<file path="src/rtl/fetch_queue_if.sv">
// Fetch-side bundle: instruction ROM port, redirect request and the decode dequeue handshake.
// The master modport belongs to fetch_queue. The slave modport belongs to the ROM and decode side.
interface fetch_queue_if;
   logic [15:0] imem_addr;
   logic [15:0] imem_instr;
   logic        redirect_valid;
   logic [15:0] redirect_pc;
   logic        deq_ready;
   logic        deq_valid;
   logic [15:0] deq_instr;
   logic [15:0] deq_pc;
   logic        fetch_oob;

   modport master (
      output imem_addr,
      input  imem_instr,
      input  redirect_valid,
      input  redirect_pc,
      input  deq_ready,
      output deq_valid,
      output deq_instr,
      output deq_pc,
      output fetch_oob
   );

   modport slave (
      input  imem_addr,
      output imem_instr,
      output redirect_valid,
      output redirect_pc,
      output deq_ready,
      input  deq_valid,
      input  deq_instr,
      input  deq_pc,
      input  fetch_oob
   );
endinterface

</file>
<file path="src/rtl/fetch_queue.sv">
// Instruction fetch unit with a DEPTH-entry circular queue of {instr, pc} feeding decode.
// It halts when the PC leaves the ROM. A redirect flushes the queue and restarts fetching.
module fetch_queue #(
   parameter int          DEPTH    = 4,
   parameter int          MEM_SIZE = 1024,
   parameter logic [15:0] RESET_PC = 16'h0000
) (
   input logic          clk,
   input logic          reset_n,
   fetch_queue_if.master fq
);

   localparam int PTR_W = (DEPTH > 1) ? $clog2(DEPTH) : 1;
   localparam int CNT_W = PTR_W + 1;
   localparam logic [16:0]      MEM_LIMIT  = 17'(MEM_SIZE);
   localparam logic [CNT_W-1:0] FULL_CNT   = CNT_W'(DEPTH);
   localparam logic [PTR_W-1:0] PTR_ONE    = PTR_W'(1);
   localparam logic [CNT_W-1:0] CNT_ONE    = CNT_W'(1);

   typedef enum logic {
      RUN  = 1'b0,
      HALT = 1'b1
   } state_t;

   state_t           state;
   logic [15:0]      pc;
   logic [PTR_W-1:0] head;
   logic [PTR_W-1:0] tail;
   logic [CNT_W-1:0] count;
   logic [15:0]      instr_q [DEPTH];
   logic [15:0]      pc_q    [DEPTH];

   logic [16:0] pc_end;
   logic        in_bounds;
   logic        do_deq;
   logic        do_enq;

   // The bounds check is done in 17 bits so that a PC near 16'hFFFF cannot wrap back into range.
   assign pc_end    = {1'b0, pc} + 17'd3;
   assign in_bounds = (pc_end < MEM_LIMIT);
   assign do_deq    = (count != '0) && fq.deq_ready;
   assign do_enq    = (state == RUN) && in_bounds && !fq.redirect_valid &&
                      ((count < FULL_CNT) || do_deq);

   always_ff @(posedge clk or negedge reset_n) begin
      if (!reset_n) begin
         state <= RUN;
         pc    <= RESET_PC;
         head  <= '0;
         tail  <= '0;
         count <= '0;
      end else if (fq.redirect_valid) begin
         state <= RUN;
         pc    <= {fq.redirect_pc[15:2], 2'b00};
         head  <= '0;
         tail  <= '0;
         count <= '0;
      end else begin
         if (do_deq) begin
            head <= head + PTR_ONE;
         end
         if (do_enq) begin
            tail <= tail + PTR_ONE;
            pc   <= pc + 16'd4;
         end
         if ((state == RUN) && !in_bounds) begin
            state <= HALT;
         end
         case ({do_enq, do_deq})
            2'b10:   count <= count + CNT_ONE;
            2'b01:   count <= count - CNT_ONE;
            default: count <= count;
         endcase
      end
   end

   // The entry storage needs no reset. Count gates visibility, so stale data is never presented.
   always_ff @(posedge clk) begin
      if (do_enq) begin
         instr_q[tail] <= fq.imem_instr;
         pc_q[tail]    <= pc;
      end
   end

   assign fq.imem_addr = pc;
   assign fq.fetch_oob = (state == HALT);
   assign fq.deq_valid = (count != '0);
   assign fq.deq_instr = (count != '0) ? instr_q[head] : 16'h0000;
   assign fq.deq_pc    = (count != '0) ? pc_q[head]    : 16'h0000;

endmodule

</file>
<file path="src/flat_wrapper.sv">
// flat-port wrapper written by rule: the top's interface ports become plain ports
module fetch_queue_flat 
#(
   parameter int          DEPTH    = 4,
   parameter int          MEM_SIZE = 1024,
   parameter logic [15:0] RESET_PC = 16'h0000
)
  (clk, reset_n, fq_imem_addr, fq_imem_instr, fq_redirect_valid, fq_redirect_pc, fq_deq_ready, fq_deq_valid, fq_deq_instr, fq_deq_pc, fq_fetch_oob);
  fetch_queue_if fq_i ();
  input logic clk;
  input logic reset_n;
  output wire logic [$bits(fq_i.imem_addr)-1:0] fq_imem_addr;
  input wire logic [$bits(fq_i.imem_instr)-1:0] fq_imem_instr;
  input wire logic [$bits(fq_i.redirect_valid)-1:0] fq_redirect_valid;
  input wire logic [$bits(fq_i.redirect_pc)-1:0] fq_redirect_pc;
  input wire logic [$bits(fq_i.deq_ready)-1:0] fq_deq_ready;
  output wire logic [$bits(fq_i.deq_valid)-1:0] fq_deq_valid;
  output wire logic [$bits(fq_i.deq_instr)-1:0] fq_deq_instr;
  output wire logic [$bits(fq_i.deq_pc)-1:0] fq_deq_pc;
  output wire logic [$bits(fq_i.fetch_oob)-1:0] fq_fetch_oob;
  assign fq_imem_addr = fq_i.imem_addr;
  assign fq_i.imem_instr = fq_imem_instr;
  assign fq_i.redirect_valid = fq_redirect_valid;
  assign fq_i.redirect_pc = fq_redirect_pc;
  assign fq_i.deq_ready = fq_deq_ready;
  assign fq_deq_valid = fq_i.deq_valid;
  assign fq_deq_instr = fq_i.deq_instr;
  assign fq_deq_pc = fq_i.deq_pc;
  assign fq_fetch_oob = fq_i.fetch_oob;
  fetch_queue #(.DEPTH(DEPTH), .MEM_SIZE(MEM_SIZE), .RESET_PC(RESET_PC)) u_core (.clk(clk), .reset_n(reset_n), .fq(fq_i));
endmodule
</file>
<file path="config.mk">
export PLATFORM = sky130hd
export DESIGN_NAME = fetch_queue_flat
export DESIGN_NICKNAME = d
export VERILOG_FILES = /design/src/rtl/fetch_queue_if.sv /design/src/rtl/fetch_queue.sv /design/src/flat_wrapper.sv
export SDC_FILE = /design/constraint.sdc
export NUM_CORES = 1
export LEC_CHECK = 0
export ABC_AREA = 1
export CAP_MARGIN = 30
export CORE_MARGIN = 4
export CORE_UTILIZATION = 25
export CTS_CLUSTER_DIAMETER = 30
export DETAILED_ROUTE_END_ITERATION = 8
export DONT_BUFFER_PORTS = 1
export GPL_ROUTABILITY_DRIVEN = 0
export PLACE_DENSITY_LB_ADDON = 0.25
export SYNTH_ARGS = -nofsm -noshare
export SYNTH_HDL_FRONTEND = slang
export SYNTH_SLANG_ARGS = --single-unit
</file>
<file path="constraint.sdc">
create_clock -name clk -period 3.6 [get_ports clk]
set_input_delay 1.08 -clock clk [delete_from_list [all_inputs] [get_ports clk]]
set_output_delay 1.08 -clock clk [all_outputs]
set_load 0.02 [all_outputs]
</file>
Word level (Yosys, flattened, before mapping)
Memory sizes are Yosys's and may differ from the RTL's. Index checks and enable logic that the tools add are counted.

Add/sub/neg operators: 6. Magnitude comparators: 2. Equal/unequal tests: 2. Muxes and demuxes: 14. Bitwise logic cells: 1. Reduce and logical (&&, ||, !) cells: 13.

Operators by type and width (count): 16-bit two-way mux (4); 16-bit by 2-bit adder with 17-bit output, second input constant (1); 17-bit by 11-bit less-than comparator with 1-bit output, second input constant (1); 16-bit by 3-bit adder with 16-bit output, second input constant (1); 2-bit two-way mux (4); 3-bit one-hot mux with 2 select lines (1); 2-bit nonzero test (3); 3-bit nonzero test (2); 1-bit logical AND (5); 2-bit by 1-bit adder with 2-bit output, second input constant (2); 1-bit two-way mux (4); 3-bit by 1-bit adder with 3-bit output, second input constant (1); 3-bit less-than comparator, second input constant (1); 3-bit two-way mux (1); 3-bit by 1-bit subtractor with 3-bit output, second input constant (1); 2-bit by 1-bit == test with 1-bit output, second input constant (1); 2-bit == test, second input constant (1); 1-bit logical NOT (2); 1-bit logical OR (1); 1-bit inverter (1).

Register bits after elaboration: 24. RAM bits: 128. Bits of input ports: 36. Output and inout bits: 50. Logic and storage cells: 45. Memories kept: 2.

Memories: u_core.instr_q (words 4, bits a word 16, read ports 1, clocked after memory_dff 0, wr ports 1, RTL line fetch_queue.sv:30) `logic [15:0] instr_q [DEPTH];`; u_core.pc_q (words 4, bits a word 16, read ports 1, clocked after memory_dff 0, wr ports 1, RTL line fetch_queue.sv:31) `logic [15:0] pc_q [DEPTH];`.

Longest topological paths before layout
Depth after elaboration: 8. Depth in mapped cells: 15. Depth with buffers taken out: 15.

Worst setup path before layout
No wires, ideal clock.

Path kind: input port to flip-flop. From: in fq_redirect_valid. To: mem u_core.instr_q[0][0] (enable). Setup time: 0.417 ns. Arrival: 2.944 ns. Required time: 3.183 ns. Setup slack: 0.239 ns. Stages: 5. Path buffers: 2. Path through: buf_2 nor2_2 nand2_4 buf_6 nor2_1.

Word-level cells in the longest chain between the ends: 5.

Ends and longest elaborated chain: start: declaration (RTL line flat_wrapper.sv:14) `input wire logic [$bits(fq_i.redirect_valid)-1:0] fq_redirect_valid;`; 1-bit logical NOT (RTL line fetch_queue.sv:42) `assign do_enq = (state == RUN) && in_bounds && !fq.redirect_valid &&`; 1-bit logical AND (2 in series) (RTL line fetch_queue.sv:42); 1-bit two-way mux (RTL line fetch_queue.sv:79) `if (do_enq) begin`; 1-bit two-way mux (implied by the code) (RTL line fetch_queue.sv:80) `instr_q[tail] <= fq.imem_instr;`; end: declaration (RTL line fetch_queue.sv:30).

Every way passes these cells.

Final worst setup path
From: reg u_core.head[0]. To: out fq_deq_instr[0].

Word-level cells in the longest chain between the ends: 2.

Ends and longest elaborated chain: start: declaration (RTL line fetch_queue.sv:27) `logic [PTR_W-1:0] head;`; start signal: assignment (RTL line fetch_queue.sv:60) `head <= head + PTR_ONE;`; memory read 4 x 16 bit; 16-bit two-way mux (RTL line fetch_queue.sv:88) `assign fq.deq_instr = (count != '0) ? instr_q[head] : 16'h0000;`; end: declaration (RTL line flat_wrapper.sv:18) `output wire logic [$bits(fq_i.deq_instr)-1:0] fq_deq_instr;`.

Every way passes these cells.

==> results.json <==
{
  "clkLatencyLatePin_ns": 0.41,
  "synth.area.top_cells": "edfxtp_1, dfrtp_1, nor2_1",
  "nets": 596,
  "syn-cell-area_sq_um": 5944,
  "synth_cell_types": 31,
  "fp.dieH_um": 162.2,
  "root_buffer": "clkbuf_16",
  "cts_inserted_buffers": 17,
  "fin_crit_sh_pct": 87.17,
  "synth.most_common_cell": "nor2_1",
  "setup_tns_ns": 0,
  "path_clk_slew_ns": 0.06,
  "cts-hold-fix-buffers": 0,
  "maxSlewViolCount": 0,
  "async_reset_ff_share_pct": 15.49,
  "dp_hpwl_um": 9028,
  "drive_gt1_share_pct": 16.23,
  "critical_path_class": "flop to output port",
  "hp-class": "primary input to asynchronous set/reset pin",
  "synth-seq-cells": 142,
  "synth_area_per_cell_sq_um": 11.43,
  "io_pins": 86,
  "placeableCoreArea_sq_um": 23400,
  "post_cts_buffers": 0,
  "antenna_found_initial": 0,
  "fin_skew_ns": 0.008365,
  "dieArea_sq_um": 26310,
  "wire_per_inst_um": 16.40,
  "preCtsSetupSlack_ns": 0.7989,
  "clk_path_buf_depth": 2,
  "htree_levels": 4,
  "n_antenna_cell": 0,
  "hold_viol": 0,
  "grt_max_degree": 62,
  "p_leak_nw": 2.616,
  "reg2reg_depth": 15,
  "rows": 56,
  "fillers": 2378,
  "drt_iter0_drc": 157,
  "critPathArrivalTime_ns": 2.06,
  "die_x_um": 162.2,
  "post-route-util_pct": 30.52,
  "ant_nets": 0,
  "setup_ws_ns": 0.4620,
  "status": "finished, final reports clean",
  "power.total_w": 0.005116,
  "vias_per_cell": 4.365,
  "max_freq_mhz": 318.7,
  "cp-end-kind": "output port",
  "peakVddDrop_v": 0.0003461,
  "relSlewSlack_pct": 52.19,
  "seq_area_sq_um": 4155,
  "drt_wl_total_um": 14530,
  "tightest_slew_ns": 0.7163,
  "synth_edf_count": 120,
  "grt_pass1_wl_um": 22200,
  "tritoncts": "yes",
  "rsz0062_at_grt": "false",
  "ys_top_cells_by_count": "nor2_1, edfxtp_1, o21ai_0, nand2_1, a21oi_1",
  "track_usage_pct": 11.32,
  "ys_seq_area_share_pct": 69.88,
  "numPortBuffers": 0,
  "cts_resized": 0,
  "yosysTopAreaCell": "edfxtp_1",
  "required_ns": 2.52,
  "overflow": 0,
  "whs_ns": 0.3594,
  "startpoint_type": "flop",
  "period_minus_slack_ns": 3.138,
  "maxCapViolCount": 0,
  "setup_violations": 0,
  "remaining_drc_errors": 0,
  "grt_pass1_vias": 3993,
  "multiInputGateArea_sq_um": 1579,
  "crit_path_max_fanout": 61,
  "powerDensity_nw_per_um2": 716.2,
  "dr.pass1.iters": 5,
  "synth_cells": 520,
  "yosys_warnings": 0,
  "synth_ff_type": "edfxtp_1",
  "area_growth_pct": 20.16,
  "route.vias.total": 3867,
  "start_util_pct": 25.40,
  "cts.sinks": 142,
  "synth_top_area_share_pct": 60.62
}
==> placed cells by master, fill, tap and decap left out, types with 3 or more instances in the layout <==
cell type / n
conb_1: 4
ha_1: 5
clkinvlp_4: 5
nor2_4: 5
nand2_1: 40
bufinv_16: 3
o211ai_2: 4
clkbuf_16: 17
dfrtp_1: 21
inv_1: 20
edfxtp_1: 120
xor2_1: 3
nor2_1: 131
a21oi_1: 33
nand3_1: 22
o21ai_0: 64
nand4_1: 3
buf_4: 44
==> metal layers <==
metal	global-route usage (%)	up-vias	wire, um	part of all wire (%)
met5	0	-	0	0
met4	3.114	0	93	0.64
met3	4.111	9	837	5.8
met2	19.81	88	7599	52
met1	13.13	1912	6004	41
li1	-	1858	-	-
==> layout make-up <==
type | instances | area share, %
Clock inverter | 14 | 2.347
Tap cell | 319 | 5.588
Sequential cell | 142 | 58.17
Clock buffer | 18 | 6.008
Timing Repair Buffer | 44 | 4.624
Multi-Input combinational cell | 327 | 22.11
Inverter | 22 | 1.156
==> stage by stage <==
step,instance area [sq um],std cells
after floorplan,5956,523
after CTS,7143,886
after global placement,6546,854
after global routing,7143,886
final,7143,886
after detailed placement,6546,854
==> worst max-delay path, cell delays in order (launching register included) <==
cell and delay, ns:
dfrtp_2 0.36, buf_4 0.54, nor2_1 0.12, nor2_1 0.12
o21ai_0 0.09, a21oi_1 0.20, buf_4 0.17
==> report_power, final <==
part           internal (W)  switching [W]  leakage, nW
Combinational      0.000470       0.000981        0.982
Clock               0.00109       0.000664        0.276
Sequential          0.00183      0.0000780         1.36
==> kinds of logic after synthesis <==
family	share of synthesized area, %
compound gates	9.472
xor+xnor	0.7368
fa+ha+maj	1.389
buf+inv	4.252
flops	69.88
other cells	0.06308
simple gates	14.21
==> sequential cells by signal, indices dropped and copies added (netlist names) <==
signal,count
u_core.pc_q,56
u_core.tail,2
u_core.head,2
u_core.fq.imem_addr,14
u_core.count,3
u_core.fq.fetch_oob,1
u_core.instr_q,64
==> path summary, 6_finish.rpt <==
check	start	slack, ns	to
min reg2reg	u_core.count[1]	0.60	u_core.count[1]
min	reset_n	0.36	u_core.fq.imem_addr[3]
max in group asynchronous	reset_n	3.15	u_core.head[0]
min in group clk	u_core.count[1]	0.60	u_core.count[1]
max reg2reg	u_core.fq.imem_addr[15]	1.09	u_core.count[2]
max	u_core.head[0]	0.46	fq_deq_instr[0]
(Power assumes the default switching activity.)
